==> src/rtl/lfsr_prng_pkg.sv <==
`default_nettype none
// ============================================================================
//  Module      : lfsr_prng_pkg
//  Description : Shared constants for the LFSR PRNG stream: FSM state
//                encodings, maximal-length Galois tap masks for common
//                widths and a helper that picks a default mask by width.
//  Revision    : 1.0 - initial release
// ============================================================================
package lfsr_prng_pkg;

    // FSM state encoding
    typedef logic [1:0] state_t;
    localparam logic [1:0] c_ST_IDLE  = 2'd0;
    localparam logic [1:0] c_ST_RUN   = 2'd1;
    localparam logic [1:0] c_ST_STALL = 2'd2;

    // Maximal-length Galois feedback masks (right-shifting form)
    localparam logic [3:0]  c_TAPS_4  = 4'hC;
    localparam logic [7:0]  c_TAPS_8  = 8'hB8;
    localparam logic [15:0] c_TAPS_16 = 16'hB400;
    localparam logic [31:0] c_TAPS_32 = 32'h8020_0003;
    localparam logic [63:0] c_TAPS_64 = 64'hD800_0000_0000_0000;

    // Default mask for a given width; unsupported widths fall back to the
    // 32-bit mask and are caught by the top-level elaboration checks.
    function automatic logic [63:0] default_taps(input int width);
        case (width)
            4:       return 64'(c_TAPS_4);
            8:       return 64'(c_TAPS_8);
            16:      return 64'(c_TAPS_16);
            64:      return c_TAPS_64;
            default: return 64'(c_TAPS_32);
        endcase
    endfunction

endpackage : lfsr_prng_pkg
`default_nettype wire

==> src/rtl/lfsr_galois_step.sv <==
`default_nettype none
// ============================================================================
//  Module      : lfsr_galois_step
//  Description : Combinational single step of a right-shifting Galois LFSR.
//                Produces the next state and the bit shifted out.
//  Ports       : i_state  in  LFSR_W  current LFSR state
//                o_next   out LFSR_W  state after one shift
//                o_bit    out 1       output bit of this shift (i_state[0])
//  Revision    : 1.0 - initial release
// ============================================================================
module lfsr_galois_step
    import lfsr_prng_pkg::*;
#(
    parameter int                LFSR_W = 32,
    parameter logic [LFSR_W-1:0] TAPS   = LFSR_W'(default_taps(LFSR_W))
) (
    input  logic [LFSR_W-1:0] i_state,
    output logic [LFSR_W-1:0] o_next,
    output logic              o_bit
);

    assign o_bit  = i_state[0];
    assign o_next = (i_state >> 1) ^ (i_state[0] ? TAPS : {LFSR_W{1'b0}});

endmodule : lfsr_galois_step
`default_nettype wire

==> src/rtl/lfsr_prng_stream.sv <==
`default_nettype none
// ============================================================================
//  Module      : lfsr_prng_stream
//  Description : Galois-LFSR pseudo-random word source with a valid/ready
//                output stream. One LFSR shift contributes one output bit;
//                OUT_W bits form a word. Supports runtime seed load with
//                zero-seed protection, enable gating, backpressure stall,
//                all-zero lockup recovery and an accepted-word counter.
//  Ports       : clk        in  1       system clock
//                rst        in  1       asynchronous active-high reset
//                en         in  1       run enable
//                seed_load  in  1       strobe: load seed_in
//                seed_in    in  LFSR_W  new seed
//                rnd_data   out OUT_W   random word
//                rnd_valid  out 1       rnd_data holds an unconsumed word
//                rnd_ready  in  1       consumer accepts the word
//                seed_err   out 1       pulse: zero seed / lockup recovered
//                word_cnt   out 32      count of accepted words
//  Revision    : 1.0 - initial release
// ============================================================================
module lfsr_prng_stream
    import lfsr_prng_pkg::*;
#(
    parameter int                LFSR_W       = 32,
    parameter int                OUT_W        = 32,
    parameter logic [LFSR_W-1:0] TAPS         = LFSR_W'(default_taps(LFSR_W)),
    parameter logic [LFSR_W-1:0] SEED_DEFAULT = {LFSR_W{1'b1}}
) (
    input  logic              clk,
    input  logic              rst,
    input  logic              en,
    input  logic              seed_load,
    input  logic [LFSR_W-1:0] seed_in,
    output logic [OUT_W-1:0]  rnd_data,
    output logic              rnd_valid,
    input  logic              rnd_ready,
    output logic              seed_err,
    output logic [31:0]       word_cnt
);

    localparam int              c_CNT_W = (OUT_W > 1) ? $clog2(OUT_W) : 1;
    localparam logic [c_CNT_W-1:0] c_LAST = c_CNT_W'(OUT_W - 1);

    // ------------------------------------------------------------------
    // Elaboration checks
    // ------------------------------------------------------------------
    if (OUT_W < 1) begin : g_chk_out_w
        $error("lfsr_prng_stream: OUT_W must be >= 1");
    end
    if (LFSR_W < 4) begin : g_chk_lfsr_w
        $error("lfsr_prng_stream: LFSR_W must be >= 4");
    end
    if (TAPS[LFSR_W-1] != 1'b1) begin : g_chk_taps
        $error("lfsr_prng_stream: TAPS MSB must be set");
    end
    if (SEED_DEFAULT == '0) begin : g_chk_seed
        $error("lfsr_prng_stream: SEED_DEFAULT must be nonzero");
    end

    // ------------------------------------------------------------------
    // State
    // ------------------------------------------------------------------
    state_t               r_state;
    logic [LFSR_W-1:0]    r_lfsr;
    logic [OUT_W-1:0]     r_acc;
    logic [c_CNT_W-1:0]   r_bit_cnt;
    logic [OUT_W-1:0]     r_data;
    logic                 r_valid;
    logic                 r_seed_err;
    logic [31:0]          r_word_cnt;

    logic [LFSR_W-1:0]    w_lfsr_next;
    logic                 w_bit;
    logic [OUT_W-1:0]     w_word;
    logic                 w_accept;
    logic                 w_slot_free;
    logic                 w_last;
    logic                 w_hold;
    logic                 w_lockup;
    logic                 w_seed_zero;

    lfsr_galois_step #(
        .LFSR_W (LFSR_W),
        .TAPS   (TAPS)
    ) u_step (
        .i_state (r_lfsr),
        .o_next  (w_lfsr_next),
        .o_bit   (w_bit)
    );

    // Accumulator with the current bit appended; on the completing shift
    // this is the finished word.
    if (OUT_W > 1) begin : g_wide
        assign w_word = {r_acc[OUT_W-2:0], w_bit};
    end else begin : g_narrow
        assign w_word = w_bit;
    end

    assign w_accept    = r_valid && rnd_ready;
    assign w_slot_free = !r_valid || rnd_ready;
    assign w_last      = (r_bit_cnt == c_LAST);
    // The completing shift waits until the output slot can take the word,
    // so no bit is ever shifted out without a place to land.
    assign w_hold      = ((r_state == c_ST_STALL) || w_last) && !w_slot_free;
    assign w_lockup    = (r_lfsr == '0);
    assign w_seed_zero = (seed_in == '0);

    always_ff @(posedge clk or posedge rst) begin
        if (rst) begin
            r_state    <= c_ST_IDLE;
            r_lfsr     <= SEED_DEFAULT;
            r_acc      <= '0;
            r_bit_cnt  <= '0;
            r_data     <= '0;
            r_valid    <= 1'b0;
            r_seed_err <= 1'b0;
            r_word_cnt <= '0;
        end else begin
            r_seed_err <= 1'b0;

            // A word handed over on this edge counts even if a seed load
            // flushes the stream at the same time.
            if (w_accept) begin
                r_word_cnt <= r_word_cnt + 32'd1;
            end

            if (seed_load) begin
                r_lfsr     <= w_seed_zero ? SEED_DEFAULT : seed_in;
                r_seed_err <= w_seed_zero;
                r_acc      <= '0;
                r_bit_cnt  <= '0;
                r_valid    <= 1'b0;
                r_state    <= en ? c_ST_RUN : c_ST_IDLE;
            end else begin
                // Cleared here; a word loaded below on this edge re-sets it.
                if (w_accept) begin
                    r_valid <= 1'b0;
                end

                if (w_lockup) begin
                    r_lfsr     <= SEED_DEFAULT;
                    r_seed_err <= 1'b1;
                end else if (!en) begin
                    // Partial word and pending completing shift are kept.
                    r_state <= c_ST_IDLE;
                end else if (w_hold) begin
                    r_state <= c_ST_STALL;
                end else begin
                    r_state <= c_ST_RUN;
                    r_lfsr  <= w_lfsr_next;
                    r_acc   <= w_word;
                    if (w_last) begin
                        r_data    <= w_word;
                        r_valid   <= 1'b1;
                        r_bit_cnt <= '0;
                    end else begin
                        r_bit_cnt <= r_bit_cnt + c_CNT_W'(1);
                    end
                end
            end
        end
    end

    assign rnd_data  = r_data;
    assign rnd_valid = r_valid;
    assign seed_err  = r_seed_err;
    assign word_cnt  = r_word_cnt;

endmodule : lfsr_prng_stream
`default_nettype wire
==> config.mk <==
export PLATFORM = sky130hd
export DESIGN_NAME = lfsr_prng_stream
export DESIGN_NICKNAME = d
export VERILOG_FILES = /design/src/rtl/lfsr_prng_pkg.sv /design/src/rtl/lfsr_galois_step.sv /design/src/rtl/lfsr_prng_stream.sv
export SDC_FILE = /design/constraint.sdc
export NUM_CORES = 1
export LEC_CHECK = 0
export ABC_CLOCK_PERIOD_IN_PS = 5670
export CORE_ASPECT_RATIO = 1.25
export CORE_UTILIZATION = 54
export DETAILED_ROUTE_END_ITERATION = 8
export GPL_TIMING_DRIVEN = 0
export PLACE_DENSITY = 0.84
export SLEW_MARGIN = 0
export SYNTH_ARGS = -nofsm -noshare
export SYNTH_HDL_FRONTEND = slang
export SYNTH_SLANG_ARGS = --single-unit
==> constraint.sdc <==
create_clock -name clk -period 5.67 [get_ports clk]
set_input_delay 0.567 -clock clk [delete_from_list [all_inputs] [get_ports clk]]
set_output_delay 0.567 -clock clk [all_outputs]
set_load 0.1 [all_outputs]
==> impl_results.md, run 1 <==
- Met2 WL: 7341 um
- Die width: 101.2 um
- Vias in the first global route: 4833
- Final Worst Setup Slack: 3061 ps
- Worst Tran Pin Value: 1033 ps
- Critical R2R Launch: r_lfsr[0]
- Pwr/cell area: 267.1 nW/um^2
- Core Rows: 44
- R2R cell count: 8
- Core Footprint: 11780 sq um
- Max_cap viols: 0
- Hold violation count in the final report: 0
- #FFs+latches synth: 136
- Cells after Synth: 557
- LEAKAGE: 3.800 nW
- I/O Buffers: 101
- Setup violators final: 0
- Layout Nets: 719
- Die Area: 12740 sq um
- Critical path's top delay family: buffers and inverters
- Residual DRC count: 0
- Synth async-reset ratio: 100.0%
- Worst Path Class, Setup: register to output port
- Post-synth net total: 598
- Metal-1 WL: 5772 um
- Status: complete, no violations
- Sequential element share of the synthesized area: 51.87%
- Utilization after layout: 71.77%
- CTS tree: done
- Hold_ws: 473.9 ps
- Sequential power share: 46.4%
- Post-synth EDFFs: 0
- Resized Gates After CTS: 0
- Tot Pwr: 0.002259 W
- Top-area cell type share of the netlist area: 39.20%
- Worst r2r dst: r_bit_cnt[0]
- Critical path depth: 1
- DP HPWL: 9811 um
- CTS Sinks: 136
- Netlist Area Pre-Place: 6639 sq um
- Synth area leader: dfrtp_1
- CP max stage delay: 1190 ps
- Relative slew slack: 30.91%
- Synthesis-to-finish area growth: 27.37%
- Root buf cell: clkbuf_16
- Cts hold-fix bufs: 0
- Synth top area cells: dfrtp_1, dfstp_2, mux2_4
- Global-route wire length before repair: 23420 um
- Max layer used: met4
- Critical Path AT: 2040 ps
- Gpl congestion: 0.8980
- Final period util: 46.01%
- Mean Syn Cell Area: 11.92 sq um
- Wirelength per Cell: 16.39 um
- DR WL met3: 582 um
- DP Worst Slack: 3082 ps
- Clock buffer depth: 2
- Cell-internal power: 0.001740 W
- Worst Hold Class: register to register
- Initial antenna violation count: 0
- Initial Util: 56.35%
- Worst setup path end: word_cnt[11]
- Unique cell type count in the Yosys netlist: 47
- Vias: 4843
- Synth warn: 0
- Power share of the clock group: 46.7%
- Setup slack, reg-to-reg: 3130 ps
- Crit Path Max Fanout: 6
- CP startpoint: word_cnt[11]
- Setup Buffers After CTS: 0
- CTS H-Tree Depth: 4
- Gr usage total: 23.43%
- Via density: 5.684
- Comb pwr share: 6.9%
- Layout cells sized above 1: 18.23%
- ANT nets after route: 0
- N_diodes: 0
- Final wirelength: 13970 um
- Worst-Skew Late Latency: 410 ps
- Sw frac: 22.98%
- Top FF cell, synth: dfrtp_1
- RSZ-0062 raised after global routing: false
- Setup Skew: 8.385 ps
- CP max-delay cell: clkdlybuf4s50_1
- Crit start category: register
- Total grt overflow: 0
- Worst path cell trace: clkdlybuf4s50_1
- Most common cell after layout, fill and taps aside: dfrtp_1
- Most frequent cells in the layout: dfrtp_1, clkdlybuf4s50_1, nand3_1, inv_1, nand2b_1
- Final worst path period need: 2609 ps
- Die height: 126.0 um
- Final slew viol count: 0
- Required time of the critical path: 5100 ps
- Clock transition at path regs: 60 ps
- Max VDD drop: 0.0001554 V
- Max frequency: 383.3 MHz
- Critical Path End Type: output port
- Worst path bufs/invs: 1
- Largest net degree at the start of global routing: 74
- Initial DRT Pass Iterations: 5
- TritonCTS buffer count: 17
- NetSw: 0.0005190 W
- Io pins: 103
- Setup TNS: 0 ps
- Number of DRC markers in iteration 0: 249
[cells in the mapped netlist (3+ instances only)]
cell type / number
nor2_1: 7
dfrtp_1: 104
and3_1: 6
ha_1: 4
nor4_4: 6
mux2_1: 3
buf_12: 5
nand3_1: 50
mux2i_1: 33
nand2_1: 9
nor3_1: 6
dfstp_2: 32
nand2b_1: 37
and4_1: 6
a21oi_1: 3
nand4_1: 11
xor2_1: 10
o21ai_0: 32
a32oi_1: 32
xnor2_1: 23
o211ai_1: 3
nor4_1: 10
clkbuf_1: 22
mux2_4: 30
buf_2: 7
inv_1: 40
[worst min path at each step]
stage / from / to / slack, ps / cells after the start
after floorplan: r_acc[29] / rnd_data[30] / 460 / 1
after global placement: word_cnt[31] / word_cnt[31] / 470 / 1
after detailed placement: word_cnt[31] / word_cnt[31] / 470 / 1
after CTS: word_cnt[31] / word_cnt[31] / 480 / 1
after global routing: word_cnt[31] / word_cnt[31] / 510 / 1
final: word_cnt[31] / word_cnt[31] / 470 / 1
[final cells by class]
cell class,count,area [sq um]
buffer,36,240.2
clock buffer,18,439.2
clock inverter,14,132.6
fill,812,3326
inverter,41,158.9
multi-input combinational,344,2801
sequential,136,3443
tap,161,201.4
timing repair buffer,102,1039
[registers in the layout (all words and copies together) (netlist names)]
register	flops
r_state	2
r_bit_cnt	5
r_acc	31
seed_err	1
rnd_valid	1
rnd_data	32
r_lfsr	32
word_cnt	32
[power groups by stage]
stage / Sequential (W) / Clock (W) / Combinational (W)
after CTS: 0.00105 / 0.00107 / 0.000157
after detailed placement: 0.00106 / 0 / 0.000157
after global routing: 0.00105 / 0.00112 / 0.000173
after floorplan: 0.00106 / 0 / 0.000101
final: 0.00105 / 0.00105 / 0.000157
after global placement: 0.00106 / 0 / 0.000147
[per-layer routing]
| layer | vias to the layer above | track usage, % |
|---|---|---|
| met2 | 161 | 40.10 |
| met5 | - | 0 |
| met3 | 24 | 4.939 |
| li1 | 2252 | - |
| met1 | 2406 | 28.97 |
| met4 | 0 | 8.610 |
[kinds of logic after synthesis]
group / count (synthesis) / share of synthesized area [%]
AOI/OAI and AO/OA: 82 / 9.047
and+or+nand+nor: 158 / 15.60
adders and majority gates: 4 / 0.7539
buffers and inverters: 77 / 5.937
DFF: 136 / 51.87
xor gates and xnor gates: 33 / 4.353
muxes: 67 / 12.44
[metrics by stage]
| step | cell area (sq um) | instances |
|---|---|---|
| finish | 8456 | 852 |
| global route | 8456 | 852 |
| CTS | 8456 | 852 |
| detailed placement | 7884 | 820 |
| global placement | 7851 | 819 |
| floorplan | 6639 | 557 |
No activity file was read; power rests on OpenSTA's default activity.
==> run 2, diff against run 1 <==
--- a/config.mk
+++ b/config.mk
@@ -5,12 +5,12 @@
 export SDC_FILE = /design/constraint.sdc
 export NUM_CORES = 1
 export LEC_CHECK = 0
-export ABC_CLOCK_PERIOD_IN_PS = 5670
+export ABC_CLOCK_PERIOD_IN_PS = 2100
 export CORE_ASPECT_RATIO = 1.25
-export CORE_UTILIZATION = 54
+export CORE_UTILIZATION = 49
 export DETAILED_ROUTE_END_ITERATION = 8
 export GPL_TIMING_DRIVEN = 0
-export PLACE_DENSITY = 0.84
+export PLACE_DENSITY = 0.81
 export SLEW_MARGIN = 0
 export SYNTH_ARGS = -nofsm -noshare
 export SYNTH_HDL_FRONTEND = slang
==> constraint.sdc (replaced) <==
create_clock -name clk -period 2.1 [get_ports clk]
set_input_delay 0.21 -clock clk [delete_from_list [all_inputs] [get_ports clk]]
set_output_delay 0.21 -clock clk [all_outputs]
set_load 0.1 [all_outputs]
==> run 2 against run 1 <==
The run now ends with setup timing left. Count of clock-buffer cells in the layout is 2 higher. Die area rose by 10%. Clock skew up 1.7 ps. Non-clock buffer count is 24 higher. Sequential power grew to 2.7 times the previous value. Largest cell class unchanged. Combinational power rose to 3.1 times the previous value.
==> impl_results.md, run 2 (same netlist as run 1, synthesis figures left out) <==
- Worst r2r dst: r_lfsr[8]
- Wirelength per Cell: 18.16 um (+11%)
- Total grt overflow: 0 (unchanged)
- Worst Path Class, Setup: register to register
- Post-DP Area: 7973 sq um (+1.1%)
- Setup violators final: 83 (+83)
- Layout cells sized above 1: 27.83% (+9.6 points)
- Final Cell Area: 9036 sq um (+6.9%)
- Final slew viol count: 0 (unchanged)
- Hold path endpoint: r_lfsr[25]
- Worst-Skew Late Latency: 410 ps (about the same)
- Status: finished, violations left
- LEAKAGE: 4.386 nW (+15%)
- N_diodes: 0 (unchanged)
- Pwr/cell area: 730.1 nW/um^2 (+170%)
- Die width: 106.1 um (+4.9%)
- Hold path cells: 3 (+2)
- Cell-internal power: 0.005116 W (+190%)
- CP max stage delay: 430 ps (-760 ps)
- Worst path cell trace: ha_4, and3_4, ha_4, buf_8, buf_12, o21ai_4, buf_12, buf_12, clkbuf_16, nand3_1, a32oi_2
- Die height: 132.1 um (+4.9%)
- Final Worst Setup Slack: -126.9 ps (-3188 ps)
- NetSw: 0.001482 W (+190%)
- Critical R2R Launch: r_bit_cnt[0]
- Relative slew slack: 30.24% (-0.67 points)
- Max_cap viols: 0 (unchanged)
- Critical path's top delay family: buffers and inverters
- Required time of the critical path: 2430 ps (-2670 ps)
- Final worst path period need: 2227 ps
- I/O Buffers: 101 (unchanged)
- Failing checks: setup timing
- DP HPWL: 10390 um (+5.9%)
- Most common cell after layout, fill and taps aside: dfrtp_1
- Max frequency: 449.1 MHz
- CTS tree: done
- Power share of the clock group: 49.6% (+2.9 points)
- Hold violation count in the final report: 0 (unchanged)
- Cell mode on critical path: buf_12
- Core Rows: 47 (+6.8%)
- Number of DRC markers in iteration 0: 274 (+10%)
- Io pins: 103 (unchanged)
- Critical Path AT: 2560 ps (+520 ps)
- Initial Util: 50.17% (-6.2 points)
- Max VDD drop: 0.0004340 V (+180%)
- Most frequent cells in the layout: dfrtp_1, dlygate4sd2_1, nand3_1, inv_1, nand2b_1
- CTS Sinks: 136 (unchanged)
- Critical path depth: 11 (+10)
- Fillers: 958 (+18%)
- R2R cell count: 11 (+3)
- Tot Pwr: 0.006597 W (+190%)
- Residual DRC count: 0 (unchanged)
- Sequential power share: 43.0% (-3.4 points)
- Synthesis-to-finish area growth: 36.11%
- Clock transition at path regs: 60 ps (about the same)
- TritonCTS buffer count: 17 (unchanged)
- Setup slack, reg-to-reg: -130 ps (-3260 ps)
- Initial DRT Pass Iterations: 5 (unchanged)
- Layout Nets: 743 (+3.3%)
- Initial antenna violation count: 0 (unchanged)
- Gr usage total: 22.34% (-1.1 points)
- Sw frac: 22.46% (-0.51 points)
- Worst path bufs/invs: 5 (+4)
- Die Area: 14020 sq um (+10%)
- Critical Path End Type: register
- Setup Skew: 10.12 ps (+1.736 ps)
- Largest net degree at the start of global routing: 41 (-45%)
- Worst Hold Class: input pin to register
- Core Footprint: 13230 sq um (+12%)
- Hold_ws: 139.7 ps (-334.2 ps)
- CTS H-Tree Depth: 4 (unchanged)
- Worst Tran Pin Value: 1051 ps (+17.44 ps)
- Final period util: 106.0%
- Utilization after layout: 68.29% (-3.5 points)
- RSZ-0062 raised after global routing: true
- Root buf cell: clkbuf_16
- CP max-delay cell: dfrtp_1
- Via density: 5.725 (+0.71%)
- Final wirelength: 16090 um (+15%)
- Global-route wire length before repair: 24700 um (+5.5%)
- Clock buffer depth: 2 (unchanged)
- ANT nets after route: 0 (unchanged)
- Gpl congestion: 0.8811 (-1.9%)
- Vias in the first global route: 5004 (+3.5%)
- Vias: 5072 (+4.7%)
- Hold_sp: en
- Crit Path Max Fanout: 7 (+1)
- Crit start category: register
- Setup TNS: -3539 ps (-3539 ps)
- Comb pwr share: 7.5% (+0.6 points)
==> run 2: cell types whose count changed in the layout (fill, tap and decap cells not counted), moves of 4 or more <==
cell	previous run	this run
clkdlybuf4s50_1	101	35
dlygate4sd2_1	0	66
dfrtp_1	104	85
dfrtp_2	0	19
buf_4	1	15
nand3_1	50	39
nand3_2	0	11
buf_12	5	11
clkbuf_1	22	17
clkbuf_16	17	22
buf_8	1	5
==> run 2: worst max-delay path by stage <==
stage	slack, ps	endpoint	startpoint
finish	-130	r_lfsr[8]	r_bit_cnt[0]
CTS	3	r_bit_cnt[2]	r_bit_cnt[0]
detailed placement	-290	r_lfsr[30]	r_bit_cnt[0]
floorplan	9	r_bit_cnt[0]	r_lfsr[0]
global route	-180	r_lfsr[8]	r_bit_cnt[0]
global placement	-1040	rnd_valid	rst
==> run 2: timing repair <==
action                                 in CTS  in global routing
buffers inserted                            8                 11
endpoints found under the hold margin       0                  0
pin swaps                                   4                 25
cloned                                      0                  5
gates resized for setup                    84                 40
setup endpoints to repair                 163                 93
hold buffers                                0                  0
==> run 2: cell type report <==
cell class	instances	area, sq um	share of cell area (%)
sequential	136	3467	38.37
multi-input combinational	344	2964	32.80
timing repair buffer	127	1297	14.36
clock buffer	20	446.7	4.943
buffer	35	289.0	3.199
tap	171	214.0	2.368
clock inverter	12	197.7	2.188
inverter	41	160.2	1.772
==> run 2: through the flow <==
step,worst slack [ps],std cells
after global placement,-1044,829
after detailed placement,-289.5,832
after CTS,2.913,871
after global routing,-182.9,886
after floorplan,8.535,557
final,-126.9,886
==> run 2: routing by layer <==
layer	global-route usage, %	vias to the layer above	share of wire, %
met2	39.14	192	54
met3	4.647	35	4.1
li1	-	2317	-
met1	26.70	2528	39
met5	0	-	0
met4	8.642	0	2.6
==> run 2: worst register-to-register path, stage by stage, from the launching register on <==
cell	delay, ps
dfrtp_1	430
ha_4	200
and3_4	190
ha_4	150
buf_8	130
buf_12	120
o21ai_4	150
buf_12	150
buf_12	120
clkbuf_16	130
nand3_1	110
a32oi_2	260
==> run 2: power by group through the flow <==
stage          combinational [W]  clock (W)  sequential, W
2_1_floorplan           0.000275          0        0.00285
3_3_place_gp            0.000403          0        0.00287
3_5_place_dp            0.000436          0        0.00287
4_1_cts                 0.000452    0.00330        0.00282
5_1_grt                 0.000534    0.00343        0.00284
6_report                0.000492    0.00327        0.00283
==> run 3, diff against run 2 <==
--- a/config.mk
+++ b/config.mk
@@ -11,6 +11,7 @@
 export DETAILED_ROUTE_END_ITERATION = 8
 export GPL_TIMING_DRIVEN = 0
 export PLACE_DENSITY = 0.81
+export SETUP_SLACK_MARGIN = 0.05
 export SLEW_MARGIN = 0
 export SYNTH_ARGS = -nofsm -noshare
 export SYNTH_HDL_FRONTEND = slang
==> run 3 against run 2 <==
The flow now finishes without violations. First-iteration DRC count is 10% higher. Routed wire length decreased by 4.3%. Flip-flop and latch count unchanged. Power down 3.9%. Utilization is 1.4 points lower. Sequential power hardly changed. Cell count shrank 0.23%. Clock skew is 5.3 ps higher. Clock power down 7.0%. Design area down 2.1%. Global-route usage grew 0.30 points. Critical endpoint is now rnd_data[23].
==> impl_results.md, run 3 (same netlist as run 1, synthesis figures left out) <==
- Root buf cell: clkbuf_16
- Clock transition at path regs: 60 ps (about the same)
- Hold_ws: 160.4 ps (+20.73 ps)
- Utilization after layout: 66.86% (-1.4 points)
- LEAKAGE: 4.287 nW (-2.3%)
- Gpl congestion: 0.8787 (-0.27%)
- Via density: 5.618 (-1.9%)
- Cell Count, Final, Fillers Out: 884 (-0.23%)
- Worst-Skew Late Latency: 410 ps (about the same)
- Met2 usage in global routing: 39.97% (+0.83 points)
- Total grt overflow: 0 (unchanged)
- Clock buffer depth: 2 (unchanged)
- Layout Nets: 741 (-0.27%)
- Initial antenna violation count: 0 (unchanged)
- Final wirelength: 15400 um (-4.3%)
- Most frequent cells in the layout: dfrtp_1, dlygate4sd2_1, nand3_1, inv_1, nand2b_1
- Final slew viol count: 0 (unchanged)
- I/O Buffers: 101 (unchanged)
- Setup TNS: 0 ps (+3539 ps)
- Max frequency: 484.4 MHz (+7.9%)
- Busiest grt layer: met2
- Crit Path Max Fanout: 8 (+1)
- Io pins: 103 (unchanged)
- Number of DRC markers in iteration 0: 302 (+10%)
- Worst Hold Class: input pin to register
- Pwr/cell area: 716.4 nW/um^2 (-1.9%)
- ANT nets after route: 0 (unchanged)
- Core Footprint: 13230 sq um (unchanged)
- Initial DRT Pass Iterations: 5 (unchanged)
- CTS H-Tree Depth: 4 (unchanged)
- Die height: 132.1 um (unchanged)
- Residual DRC count: 0 (unchanged)
- Gr usage total: 22.65% (+0.30 points)
- Status: complete, no violations
- Largest net degree at the start of global routing: 44 (+7.3%)
- DP Worst Slack: -262.8 ps (+26.70 ps)
- Layout cells sized above 1: 25.53% (-2.3 points)
- Global-route wire length before repair: 25390 um (+2.8%)
- Setup violators final: 0 (-100%)
- Required time of the critical path: 2380 ps (-50 ps)
- TritonCTS buffer count: 17 (unchanged)
- Final period util: 98.31% (-7.7 points)
- Most common cell after layout, fill and taps aside: dfrtp_1
- Crit start category: register
- DP HPWL: 10550 um (+1.6%)
- Final Worst Setup Slack: 35.47 ps (+162.4 ps)
- CTS Sinks: 136 (unchanged)
- Cts hold-fix bufs: 0 (unchanged)
- N_diodes: 0 (unchanged)
- CTS tree: done
- Critical Path AT: 2350 ps (-210 ps)
- Relative slew slack: 32.11% (+1.9 points)
- Wirelength per Cell: 17.42 um (-4.1%)
- Setup Skew: 15.45 ps (+5.329 ps)
- Synthesis-to-finish area growth: 33.25%
- Cells after DPL: 832 (unchanged)
- Vias: 4966 (-2.1%)
- Hold violation count in the final report: 0 (unchanged)
- Initial Util: 50.17% (unchanged)
- M3 GR Usage: 4.202% (-0.44 points)
- Max VDD drop: 0.0005239 V (+21%)
- Die Area: 14020 sq um (unchanged)
- Max_cap viols: 0 (unchanged)
- M1 GR Usage: 27.22% (+0.51 points)
- RSZ-0062 raised after global routing: true
- Critical Path End Type: register
- Worst Path Class, Setup: register to register
- Die width: 106.1 um (unchanged)
- Vias in the first global route: 5201 (+3.9%)
- Final worst path period need: 2065 ps (-162.4 ps)
- Core Rows: 47 (unchanged)
- Worst Tran Pin Value: 1022 ps (-28.19 ps)
==> run 3: timing repair <==
action	CTS	global route
setup buffers	11	6
endpoints found under the setup margin	164	77
hold endpoints to repair	0	0
resized for setup	90	15
pin swaps	7	2
cloned	1	3
==> run 3: cell type report <==
class,instances,area (sq um)
clock inverters,10,147.6
flip-flops and latches,136,3467
inverters,41,160.2
fillers,1014,4385
repair buffers,125,1231
multi-input cells,344,2884
plain buffers,35,277.8
clock buffers,22,464.2
well taps,171,214.0
==> run 3: worst max-delay path, cell delays in order, from the launching register on <==
cell and delay [ps]:
dfrtp_1 370, ha_2 190, and3_4 190, ha_4 120, buf_6 130, inv_4 40
nor4_4 180, o21ai_4 100, buf_12 170, clkbuf_16 160, mux2_4 290
==> run 3: stage by stage <==
stage | instance area, sq um | total power, W
2_1_floorplan | 6706 | 0.003130
3_3_place_gp | 7931 | 0.003276
3_5_place_dp | 7991 | 0.003311
4_1_cts | 8708 | 0.006365
5_1_grt | 8846 | 0.006547
6_report | 8846 | 0.006337
==> run 3: per-layer routing <==
layer / share of wire [%] / vias up
met1: 41 / 2493
met5: 0 / -
met2: 54 / 153
met3: 3.7 / 28
li1: - / 2292
met4: 2.1 / 0
==> run 3: where the power goes <==
part	switching, W	internal, W
Combinational	0.000237	0.000223
Clock	0.00110	0.00194
Sequential	0.0000903	0.00274
==> run 3: final timing paths <==
kind                         startpoint            to  slack [ps]  cells past startpoint
max reg2reg                r_bit_cnt[0]  rnd_data[23]          40                     10
min in group asynchronous           rst   rnd_data[4]         270                      2
min reg2reg                word_cnt[14]  word_cnt[14]         470                      1
max                        r_bit_cnt[0]  rnd_data[23]          40                     10
min                                  en    r_lfsr[24]         160                      3
max in group asynchronous           rst    r_lfsr[15]         870                      4
